**config.mk**
```make
export PLATFORM = sky130hd
export DESIGN_NAME = module_mux_scan
export DESIGN_NICKNAME = d
export VERILOG_FILES = /design/src/rtl/mux_scan_pkg.sv /design/src/rtl/module_dwell_counter.sv /design/src/rtl/module_mux_scan.sv
export SDC_FILE = /design/constraint.sdc
export NUM_CORES = 1
export LEC_CHECK = 0
export CAP_MARGIN = 25
export CORE_MARGIN = 8
export CORE_UTILIZATION = 40
export DETAILED_ROUTE_END_ITERATION = 8
export PLACE_DENSITY = 0.77
export SYNTH_ARGS = -nofsm -noshare
export SYNTH_HDL_FRONTEND = slang
export SYNTH_SLANG_ARGS = --single-unit
export TNS_END_PERCENT = 1
```
**constraint.sdc**
```tcl
create_clock -name clk_i -period 4.17 [get_ports clk_i]
set_input_delay 0.6255 -clock clk_i [delete_from_list [all_inputs] [get_ports clk_i]]
set_output_delay 0.6255 -clock clk_i [all_outputs]
set_load 0.1 [all_outputs]
```
**src/rtl/mux_scan_pkg.sv**
```systemverilog
// Shared types and helpers for the scanning channel multiplexer.
// Optional build macro for the mux: MUX_SCAN_BLANK_EN (one blanking cycle on channel change).
package mux_scan_pkg;

  typedef enum logic [1:0] {
    IDLE,
    SHOW,
    BLANK
  } state_t;

  localparam logic MODO_MANUAL = 1'b0;
  localparam logic MODO_SCAN   = 1'b1;

  localparam int MAX_CHANNELS = 16;

  // Wide one-hot enable for a channel index; callers truncate to their channel count.
  function automatic logic [MAX_CHANNELS-1:0] onehot(input logic [3:0] idx);
    logic [MAX_CHANNELS-1:0] vec;
    vec      = '0;
    vec[idx] = 1'b1;
    return vec;
  endfunction

endpackage

```
**src/rtl/module_dwell_counter.sv**
```systemverilog
// Dwell counter: counts 0..DWELL-1 while enabled; fin_o flags the last cycle of a dwell.
// Shared with the display refresh logic.
module module_dwell_counter #(
  parameter int DWELL = 4
) (
  input  logic clk_i,
  input  logic rst_i,
  input  logic clr_i,
  input  logic en_i,
  output logic fin_o
);

  localparam int CNT_W = (DWELL > 1) ? $clog2(DWELL) : 1;
  localparam logic [CNT_W-1:0] LAST = CNT_W'(DWELL - 1);

  logic [CNT_W-1:0] count;

  assign fin_o = (count == LAST);

  // NOTE: clocked state is written with non-blocking assignments so every flop
  // samples pre-edge values regardless of block evaluation order.
  always_ff @(posedge clk_i or posedge rst_i) begin
    if (rst_i) begin
      count <= '0;
    end else if (clr_i) begin
      count <= '0;
    end else if (en_i) begin
      count <= fin_o ? '0 : count + CNT_W'(1);
    end
  end

endmodule

```
**src/rtl/module_mux_scan.sv**
```systemverilog
// N-channel registered multiplexer with manual select and round-robin scan.
// Build macro MUX_SCAN_BLANK_EN inserts one blanked (onehot_o=0) cycle on every channel change.
module module_mux_scan
  import mux_scan_pkg::*;
#(
  parameter int BITS     = 4,
  parameter int CHANNELS = 4,
  parameter int DWELL    = 4,
  parameter int SEL_W    = $clog2(CHANNELS)
) (
  input  logic                     clk_i,
  input  logic                     rst_i,
  input  logic                     en_i,
  input  logic                     modo_i,
  input  logic [SEL_W-1:0]         selec_i,
  input  logic [CHANNELS*BITS-1:0] dato_i,
  output logic [BITS-1:0]          salida_o,
  output logic [SEL_W-1:0]         canal_o,
  output logic [CHANNELS-1:0]      onehot_o,
  output logic                     valido_o
);

  state_t                state;
  logic                  fin;
  logic                  cnt_clr;
  logic                  cnt_en;
  logic [SEL_W-1:0]      canal_next;
  logic [SEL_W-1:0]      canal_wrap;
  logic [BITS-1:0]       chan_data;
  logic [CHANNELS-1:0]   oh_next;
  logic                  changed;

  // Counter only runs while actively scanning; leaving IDLE starts a fresh dwell.
  assign cnt_clr = !en_i || (modo_i == MODO_MANUAL) || (state == IDLE);
  assign cnt_en  = (modo_i == MODO_SCAN);

  module_dwell_counter #(
    .DWELL(DWELL)
  ) u_dwell (
    .clk_i (clk_i),
    .rst_i (rst_i),
    .clr_i (cnt_clr),
    .en_i  (cnt_en),
    .fin_o (fin)
  );

  // NOTE: every signal assigned here gets a default first, so no latch can be inferred.
  always_comb begin
    canal_wrap = (canal_o == SEL_W'(CHANNELS - 1)) ? '0 : canal_o + SEL_W'(1);
    canal_next = canal_o;
    if (modo_i == MODO_MANUAL) begin
      if (int'(selec_i) < CHANNELS) canal_next = selec_i;
    end else if ((state != IDLE) && fin) begin
      canal_next = canal_wrap;
    end
    changed   = (canal_next != canal_o);
    chan_data = dato_i[int'(canal_next)*BITS +: BITS];
    oh_next   = CHANNELS'(onehot(4'(canal_next)));
  end

  always_ff @(posedge clk_i or posedge rst_i) begin
    if (rst_i) begin
      state    <= IDLE;
      salida_o <= '0;
      canal_o  <= '0;
      onehot_o <= '0;
      valido_o <= 1'b0;
    end else if (!en_i) begin
      state    <= IDLE;
      onehot_o <= '0;
      valido_o <= 1'b0;
    end else begin
      salida_o <= chan_data;
      canal_o  <= canal_next;
      valido_o <= (state == IDLE) || changed;
`ifdef MUX_SCAN_BLANK_EN
      if ((state != IDLE) && changed) begin
        state    <= BLANK;
        onehot_o <= '0;
      end else begin
        state    <= SHOW;
        onehot_o <= oh_next;
      end
`else
      state    <= SHOW;
      onehot_o <= oh_next;
`endif
    end
  end

endmodule

```
After elaboration in Yosys (flattened, before gate mapping):

Cells that the tools add are included.

* flip-flop bits (word level): 15
* output and inout bits: 11

* $add $sub $neg: 2
* magnitude comparators: 2
* equal/unequal tests: 3
* shift-type cells: 1
* muxes and demuxes: 11
* bitwise operators: 1
* reductions and logical operators: 9

Operators by type and width (number)
* indexed part select 16 x 5 -> 4 bit: 1
* 2-to-1 mux 2 bit: 6
* < comparator 2 x 5 -> 1 bit (second input constant): 1
* adder 2 x 1 -> 2 bit (second input constant): 2
* equality test 2 bit (second input constant): 2
* 2-to-1 mux 4 bit: 1
* nonzero test 2 bit: 2
* logical OR 1 bit: 3
* 2-to-1 mux 1 bit: 3
* demux 1 bit (select 2 bit): 1
* >= comparator 2 x 1 -> 1 bit (second input constant): 1
* logical AND 1 bit: 2
* logical NOT 2 bit: 1
* inequality test 2 bit: 1
* logical NOT 1 bit: 1
* inverter 1 bit: 1

Depth between registers and ports, before layout:

Gate-level depths: netlist of the first run.

* depth after elaboration: 9
* mapped depth: 7
* depth with buffers taken out: 6

Hierarchy:

From an unflattened synthesis of the first run, not the netlist that was laid out.

* cell total of the unflattened synthesis: 84
* area total of the unflattened synthesis: 870.8 um^2

Modules (own cells, without submodules)
* module_mux_scan: instances 1, cells an instance 75, area an instance 767.0 um^2, seq. area each 300.3 um^2
* module_dwell_counter: instances 1, cells an instance 9, area an instance 103.8 um^2, seq. area each 50.0 um^2

Worst setup path after synthesis of the first run:

OpenSTA, ideal clock, no wires.

* path kind: register to register
* from: register canal_o[1]
* to: register salida_o[0]
* setup time: 0.096 ns
* arrival time: 2.158 ns
* setup slack: 1.917 ns
* stages on the path, launching flop included: 8
* period minus slack after synthesis: 2.253 ns
* cells stage by stage: dfrtp_1 ha_1 and4bb_1 o21ai_2 buf_6 nand3_1 nor3b_1 a311oi_2

* cells in the longest elaborated chain, start to end: 5
* elaborated cells on any way between the ends: 6
* those cells by class: 1 x add/sub; 1 x eq/ne; 1 x shift; 3 x mux

RTL lines
* start, declared: line module_mux_scan.sv:18 `output logic [SEL_W-1:0] canal_o,`
* start signal, assigned: line module_mux_scan.sv:74 `canal_o <= canal_next;`
* adder 2 x 1 -> 2 bit / equality test 2 bit (equally long branches): line module_mux_scan.sv:49 `canal_wrap = (canal_o == SEL_W'(CHANNELS - 1)) ? '0 : canal_o + SEL_W'(1);`
* 2-to-1 mux 2 bit: line module_mux_scan.sv:49
* 2-to-1 mux 2 bit *: line module_mux_scan.sv:53 `end else if ((state != IDLE) && fin) begin`
* 2-to-1 mux 2 bit *: line module_mux_scan.sv:51 `if (modo_i == MODO_MANUAL) begin`
* indexed part select 16 x 5 -> 4 bit *: line module_mux_scan.sv:57 `chan_data = dato_i[int'(canal_next)*BITS +: BITS];`
* end signal, assigned: line module_mux_scan.sv:73 `salida_o <= chan_data;`
* end, declared: line module_mux_scan.sv:17 `output logic [BITS-1:0] salida_o,`

Every way passes the cells marked *; elsewhere a longest branch is shown, timed or not.
A chain may end at the register's enable or synchronous reset.

Worst setup path after layout of the first run:

* from: register canal_o[0]
* to: output canal_o[0]

No word-level cell between the ends.

==> results.toml, run 1 <==
[place]
numPortBuffers = 32
hpwl_um = 1491
routabilityCongestion = 0.7756
pre_cts_ws_ns = 1.858

[global_routing]
grt_pass1_vias = 658
grt_overflow = 0
grt_pass1_wl_um = 2918
grtUsageTotal = 0.1065
grt_max_degree = 15
antenna_found_initial = 0

[detailed_routing]
vias = 650
drt_iter0_drc = 13
routed_via_density = 5.078
wl_met3_um = 98
firstDrtPassIters = 4
wl_met1_um = 807
post_drt_wl_per_cell_um = 14.24
drc = 0
highest_layer = "met4"
route.met2.wl_um = 890
drt.antenna.violating_nets = 0
drt_wl_total_um = 1823

[critical_path]
r2r_setup_slack_ns = 2.18
critPathLaunchType = "flop"
crit_chain = "clkdlybuf4s50_1"
worst_r2r_path_depth = 6
cp.buffers_inverters = 1
cpPeakStageDelay_ns = 1.17
critical_path_class = "flop to output pin"
critPathSlowestCell = "clkdlybuf4s50_1"
crit_path_end_kind = "output pin"
path_max_fanout = 6
crit_arrival_ns = 1.88
worstSetupPathDepth = 1
reg2reg_to = "salida_o[0]"
critical_path.top_delay_family = "buffers and inverters"
worstPathRequired_ns = 3.54
r2r-start = "u_dwell.count[0]"

[clock_network]
cts_max_level = 1
clkSlewWorstSetupHoldPaths_ns = 0.08
clk_path_buf_depth = 2
cts_resized = 0
clock_latency_ns = 0.27
post-cts-setup-buffers = 0
cts-buffers-inserted = 3
cts.sinks = 14
postCtsHoldBufs = 0
clockRootBuffer = "clkbuf_4"
tritoncts = "done"

[logic_synthesis]
synth_compound_area_frac = 0.2000
ys_ff_latch = 14
synth_sequential_area_ratio = 0.4628
muxShareOfSynthArea = 0.06777
synth_cells = 71
syn-num-nets = 95
synth_fa_ha_area_frac = 0.03306
synthSimpleGateAreaFrac = 0.1339
synth_warnings = 0
netlist_area_um2 = 757.0
ys_types = 28
synth_top_family_by_area = "compound AO/OA/AOI/OAI gates"
avgSynthCellArea_um2 = 10.66
synth-xor-area-share = 0.02314

[power]
p_per_area_mw_per_mm2 = 400.2
pwr-share-comb = 0.465
finalPower_w = 0.0004376
clock_power_share = 0.171
switching_power_w = 0.0001908
ir_drop_v = 0.0001905
internal_power_w = 0.0002468
p_sw_frac = 0.4360
seqPwrFrac = 0.364
p_leak_nw = 0.4859

[floorplan]
die_x_um = 59.50
io_pins = 33
rows = 15
dieArea_mm2 = 0.003540
core_mm2 = 0.001745
die_height_um = 59.50
start_util = 0.4337

[job]
drv_cap = 0

[timing]
finalSetupTns_ns = 0
hold_slack_ns = 0.4424
grt_setup_unrepaired = "no"
fmax_ghz = 0.3998
timing.final.crit_share = 0.5999
fin_skew_ns = 0.001724
setup_viol = 0
worst_slew_pin_slew_ns = 0.9992
hold_viol = 0
drv_slew = 0
period_minus_slack_ns = 2.501
fin_ws_ns = 1.669
slew_headroom = 0.3318

[hold_path]
hold_path_class = "flop to flop"
hp-start = "u_dwell.count[0]"
holdPathStages = 1
whs_endpoint = "u_dwell.count[0]"

[final_layout]
num_antenna_cells = 0
final_common_cell = "clkdlybuf4s50_1"
fin_util = 0.6265
fin_nets = 129
area_delta_synth_final_pct = 44.46
final_cell_mix = "clkdlybuf4s50_1, dfrtp_1, inv_1, nor2_1, mux2i_1"
drive_gt1_frac = 0.07767

[outcome]
status = "finished, final reports clean"
-- synth_stat cells --
library cell	count	area share
dfrtp_1	14	0.46
buf_6	2	0.030
a311oi_2	1	0.020
nand2b_1	1	0.0083
nand2_1	2	0.0099
a21oi_1	2	0.013
a21boi_0	3	0.030
o221ai_1	3	0.035
and3_1	3	0.025
nor3_1	1	0.0066
xnor2_1	2	0.023
nand2_2	1	0.0083
mux2i_1	4	0.053
nand3_1	3	0.020
a21o_1	1	0.0099
o21ai_1	3	0.020
o21ai_2	1	0.012
nor2_1	6	0.030
and4bb_1	1	0.017
inv_1	6	0.030
mux2_2	1	0.015
a31o_2	1	0.012
nor3b_1	1	0.0099
ha_1	2	0.033
a21bo_1	1	0.013
a21boi_1	2	0.020
buf_8	1	0.020
a31oi_1	2	0.017
-- cell families after synthesis --
| group | after synthesis |
|---|---|
| fa+ha+maj | 2 |
| flops | 14 |
| simple gates | 19 |
| compound gates | 20 |
| mux | 5 |
| buf+inv | 9 |
| xor+xnor | 2 |
-- metal layers --
metal	vias up	track usage
met3	2	0.01735
li1	320	-
met5	-	0
met2	24	0.1726
met1	304	0.1248
met4	0	0.07143
-- how the worst max path moves through the flow --
stage | startpoint | endpoint | slack (ns)
2_1_floorplan | canal_o[1] | salida_o[0] | 1.92
3_3_place_gp | modo_i | salida_o[0] | 1.93
6_report | canal_o[0] | canal_o[0] | 1.67
4_1_cts | canal_o[0] | canal_o[0] | 1.67
3_5_place_dp | modo_i | salida_o[0] | 1.86
5_1_grt | canal_o[0] | canal_o[0] | 1.63
-- power groups by stage --
stage | registers [W] | clock network, W | logic [W]
2_1_floorplan | 0.000259 | 0 | 0.0000517
3_3_place_gp | 0.000161 | 0 | 0.000202
3_5_place_dp | 0.000162 | 0 | 0.000205
4_1_cts | 0.000159 | 0.0000745 | 0.000205
5_1_grt | 0.000161 | 0.0000807 | 0.000213
6_report | 0.000159 | 0.0000748 | 0.000203
-- metrics by stage --
step                instances  instance area [um^2]
floorplan                  71                 757.0
global placement          125                  1071
detailed placement        125                  1071
CTS                       128                  1094
global route              128                  1094
finish                    128                  1094
-- state kept, by name (all words and copies together) (netlist names) --
| signal | count |
|---|---|
| canal_o | 2 |
| onehot_o | 4 |
| salida_o | 4 |
| state | 1 |
| u_dwell.count | 2 |
| valido_o | 1 |
-- layout make-up --
cell class                      instances  area (um^2)
Inverter                                6        22.52
Multi-Input combinational cell         48        346.6
Sequential cell                        14        350.3
Fill cell                             161        651.9
Tap cell                               25        31.28
Timing Repair Buffer                   32        320.3
Clock buffer                            3        22.52
Power figures use the tool's default switching activity.
==> run 2: changes to the inputs <==
==> constraint.sdc (replaced) <==
create_clock -name clk_i -period 2.55 [get_ports clk_i]
set_input_delay 0.3825 -clock clk_i [delete_from_list [all_inputs] [get_ports clk_i]]
set_output_delay 0.3825 -clock clk_i [all_outputs]
set_load 0.1 [all_outputs]
==> results.toml, run 2 (synthesis results as in run 1) <==
[outcome]
status = "finished, final reports clean"

[floorplan]
dieArea_mm2 = 0.003540
io_pins = 33
die_height_um = 59.50
rows = 15
start_util = 0.4337
core_mm2 = 0.001745
die_x_um = 59.50

[clock_network]
postCtsHoldBufs = 0
clock_latency_ns = 0.27
clk_path_buf_depth = 2
cts_resized = 0
tritoncts = "done"
clkSlewWorstSetupHoldPaths_ns = 0.08
post-cts-setup-buffers = 0
cts-buffers-inserted = 3
cts.sinks = 14
cts_max_level = 1
clockRootBuffer = "clkbuf_4"

[power]
ir_drop_v = 0.0003268
p_per_area_mw_per_mm2 = 660.8
p_leak_nw = 0.5005

[global_routing]
grtUsageTotal = 0.1152
grt_pass1_vias = 669
grt_pass1_wl_um = 3091
antenna_found_initial = 0
grt_max_degree = 15
grt_overflow = 0

[critical_path]
worst_r2r_path_depth = 6
crit_arrival_ns = 2.21
worstPathRequired_ns = 2.73
critPathLaunchType = "flop"
critical_path_class = "flop to flop"
path_max_fanout = 11
crit_path_end_kind = "flop"

[detailed_routing]
post_drt_wl_per_cell_um = 14.50
drt.antenna.violating_nets = 0
routed_via_density = 5.055
firstDrtPassIters = 4
drt_wl_total_um = 1856
drt_iter0_drc = 7
vias = 647
drc = 0

[timing]
grt_setup_unrepaired = "no"
period_minus_slack_ns = 2.032
hold_viol = 0
fin_skew_ns = 0.0008986
timing.final.crit_share = 0.7967
finalSetupTns_ns = 0
fmax_ghz = 0.4922
worst_slew_pin_slew_ns = 0.5293
drv_slew = 0
slew_headroom = 0.6468
setup_viol = 0

[place]
hpwl_um = 1560
routabilityCongestion = 0.7732
place_area_mm2 = 0.001044
numPortBuffers = 32

[final_layout]
reg_top3 = "onehot_o (4), salida_o (4)"
num_antenna_cells = 0
final_common_cell = "clkdlybuf4s50_1"
fin_nets = 129
fin_util = 0.6108
drive_gt1_frac = 0.1845
final_area_mm2 = 0.001066
area_delta_synth_final_pct = 40.83
final_cell_mix = "clkdlybuf4s50_1, dfrtp_1, buf_4, inv_1, nor2_1"
fillers = 158

[job]
drv_cap = 0

[hold_path]
hold_path_class = "input pin to asynchronous set/reset pin"
## run 2: cell count changes in the layout (fill, tap and decap cells not counted), sizes merged
| cell | before | now |
|---|---|---|
| buf | 0 | 11 |
| clkdlybuf4s50 | 32 | 21 |
## run 2: cell type report
cell class / instances / area [um^2] / area share
sequential: 14 / 350.3 / 0.3286
multi-input combinational: 48 / 346.6 / 0.3251
inverter: 6 / 22.52 / 0.02113
clock buffer: 3 / 22.52 / 0.02113
timing repair buffer: 32 / 292.8 / 0.2746
tap: 25 / 31.28 / 0.02934
## run 2: through the flow
stage	power (W)	cells	hold WS (ns)	worst slack, ns
floorplan	0.0005084	71	0.2717	0.2968
global placement	0.0005871	125	0.4379	0.5385
detailed placement	0.0005919	125	0.4362	0.4340
CTS	0.0007092	128	0.4470	0.4964
global route	0.0007372	128	0.4729	0.3772
finish	0.0007045	128	0.4453	0.5183
## run 2: per-layer routing
layer  routed length (um)  up-vias  GRT usage
li1                     -      319          -
met1                  762      304     0.1321
met2                  961       22     0.1957
met3                  104        2    0.02169
met4                   27        0    0.06122
met5                    0        -          0
## run 2: power by group
group	switching, W	leakage, nW	internal (W)
registers	0.0000165	0.177	0.000245
clock network	0.0000650	0.0138	0.0000546
logic	0.000227	0.309	0.0000963
## run 2: path summary, 6_finish.rpt
kind	slack [ns]	end	start
worst min register to register	0.45	u_dwell.count[0]	u_dwell.count[0]
max in group asynchronous	1.75	onehot_o[2]	rst_i
worst min-delay path	0.45	onehot_o[1]	rst_i
worst max register to register	0.52	salida_o[0]	u_dwell.count[0]
worst max-delay path	0.52	salida_o[0]	u_dwell.count[0]
min in group clk_i	0.45	u_dwell.count[0]	u_dwell.count[0]
## run 2: worst max-delay path, cell delays in order, from the launching register on
cell	delay (ns)
dfrtp_1	0.39
ha_1	0.25
and4bb_1	0.22
o21ai_2	0.38
nand2_2	0.23
mux2i_1	0.20
a311oi_2	0.28
==> run 3: changes to the inputs <==
==> constraint.sdc (replaced) <==
create_clock -name clk_i -period 2 [get_ports clk_i]
set_input_delay 0.3 -clock clk_i [delete_from_list [all_inputs] [get_ports clk_i]]
set_output_delay 0.3 -clock clk_i [all_outputs]
set_load 0.1 [all_outputs]
==> results.toml, run 3 (synthesis results as in run 1) <==
[detailed_routing]
drt_iter0_drc = 11
drt_wl_total_um = 1872
highest_layer = "met4"
vias = 658
routed_via_density = 4.985
route.met2.wl_um = 945
drc = 0
post_drt_wl_per_cell_um = 14.18
wl_met3_um = 119
firstDrtPassIters = 4
drt.antenna.violating_nets = 0
wl_met1_um = 780

[clock_network]
post-cts-setup-buffers = 0
cts-buffers-inserted = 3
cts_resized = 0
clk_path_buf_depth = 2
clkSlewWorstSetupHoldPaths_ns = 0.09
postCtsHoldBufs = 0
cts_max_level = 1
clockRootBuffer = "clkbuf_4"
cts.sinks = 14
tritoncts = "done"
clock_latency_ns = 0.29

[global_routing]
grt_pass1_vias = 686
grtUsageTotal = 0.1109
grt_pass1_wl_um = 2967
grt_overflow = 0
antenna_found_initial = 0
grt_max_degree = 15

[final_layout]
drive_gt1_frac = 0.2243
fillers = 143
fin_nets = 132
num_antenna_cells = 0
register_area_um2 = 352.8
instances_no_fill = 132
area_delta_synth_final_pct = 45.62
final_common_cell = "clkdlybuf4s50_1"
final_cell_mix = "clkdlybuf4s50_1, buf_4, dfrtp_1, inv_1, nor2_1"
final_area_mm2 = 0.001102
multiInputGateArea_um2 = 354.1
reg_top3 = "onehot_o (4), salida_o (4)"

[power]
internal_power_w = 0.0005200
seqPwrFrac = 0.361
p_sw_frac = 0.4403
p_leak_nw = 0.5142
p_per_area_mw_per_mm2 = 843.0
pwr-share-comb = 0.455
ir_drop_v = 0.0004625
switching_power_w = 0.0004092
clock_power_share = 0.184

[floorplan]
io_pins = 33
die_height_um = 59.50
rows = 15
start_util = 0.4337
dieArea_mm2 = 0.003540
die_x_um = 59.50
core_mm2 = 0.001745

[critical_path]
crit_path_end_kind = "flop"
worstPathRequired_ns = 2.15
critical_path.top_delay_family = "compound AO/OA/AOI/OAI gates"
crit_arrival_ns = 2.02
crit_chain = "ha_1 -> a21boi_0 -> o21ai_4 -> buf_4 -> and3_1 -> o21ai_1 -> o221ai_1"
path_max_fanout = 6
critPathLaunchType = "flop"
critPathSlowestCell = "dfrtp_1"
critical_path_class = "flop to flop"
cp.buffers_inverters = 1
cpPeakStageDelay_ns = 0.39

[timing]
hold_slack_ns = 0.3523
fin_skew_ns = 0.007378
fmax_ghz = 0.5362
worst_slew_pin_slew_ns = 0.5318
period_minus_slack_ns = 1.865
timing.final.crit_share = 0.9324
slew_headroom = 0.6451
drv_slew = 0
hold_viol = 0
finalSetupTns_ns = 0
setup_viol = 0

[place]
hpwl_um = 1546
numPortBuffers = 32
place_inst = 128
routabilityCongestion = 0.7488
place_area_mm2 = 0.001069

[hold_path]
hold_path_class = "input pin to asynchronous set/reset pin"

[outcome]
status = "finished, final reports clean"

[job]
drv_cap = 0
## run 3: cell count changes in the layout (fill, tap and decap cells not counted)
cell,previous run,this run
buf_4,11,14
o21ai_2,1,0
dfrtp_2,0,2
clkbuf_1,0,1
o21ai_4,0,1
dfrtp_1,14,12
## run 3: routing by layer
layer | up-vias | track usage
met2 | 22 | 0.1957
met1 | 304 | 0.1148
met4 | 0 | 0.06122
met5 | - | 0
met3 | 4 | 0.03037
li1 | 328 | -
## run 3: worst paths after layout
check / start / end / slack [ns] / depth (start not counted)
min: rst_i / u_dwell.count[1] / 0.35 / 2
max reg2reg: u_dwell.count[0] / salida_o[2] / 0.14 / 7
min reg2reg: u_dwell.count[0] / u_dwell.count[0] / 0.45 / 1
max in group asynchronous: rst_i / canal_o[1] / 1.27 / 2
min in group clk_i: u_dwell.count[0] / u_dwell.count[0] / 0.45 / 1
max: u_dwell.count[0] / salida_o[2] / 0.14 / 7
## run 3: stage by stage
stage | worst slack, ns | utilization | power (W)
floorplan | 0.05825 | - | 0.0006493
global placement | 0.1671 | 0.6122 | 0.0007554
finish | 0.1352 | 0.6315 | 0.0009292
CTS | 0.1137 | 0.6272 | 0.0009336
detailed placement | 0.1260 | 0.6122 | 0.0007622
global route | -0.0009741 | 0.6315 | 0.0009703
## run 3: area by class of cell
cell class / count / share of cell area
clock buffers: 4 / 0.02384
inverters: 6 / 0.02043
multi-input cells: 48 / 0.3212
flip-flops and latches: 14 / 0.3201
well taps: 25 / 0.02838
repair buffers: 35 / 0.2860
## run 3: worst reg2reg max path: cells and delay by family, from the launching register on
family | cells | cell delay [ns]
buffers and inverters | 1 | 0.17
DFF | 1 | 0.39
AOI/OAI and AO/OA | 4 | 0.75
adders and majority gates | 1 | 0.25
and+or+nand+nor | 1 | 0.17
## run 3: power groups by stage
| stage | combinational, W | sequential [W] | clock, W |
|---|---|---|---|
| final | 0.000423 | 0.000335 | 0.000171 |
| after global placement | 0.000417 | 0.000338 | 0 |
| after detailed placement | 0.000421 | 0.000341 | 0 |
| after floorplan | 0.000108 | 0.000542 | 0 |
| after global routing | 0.000443 | 0.000339 | 0.000188 |
| after CTS | 0.000422 | 0.000335 | 0.000177 |
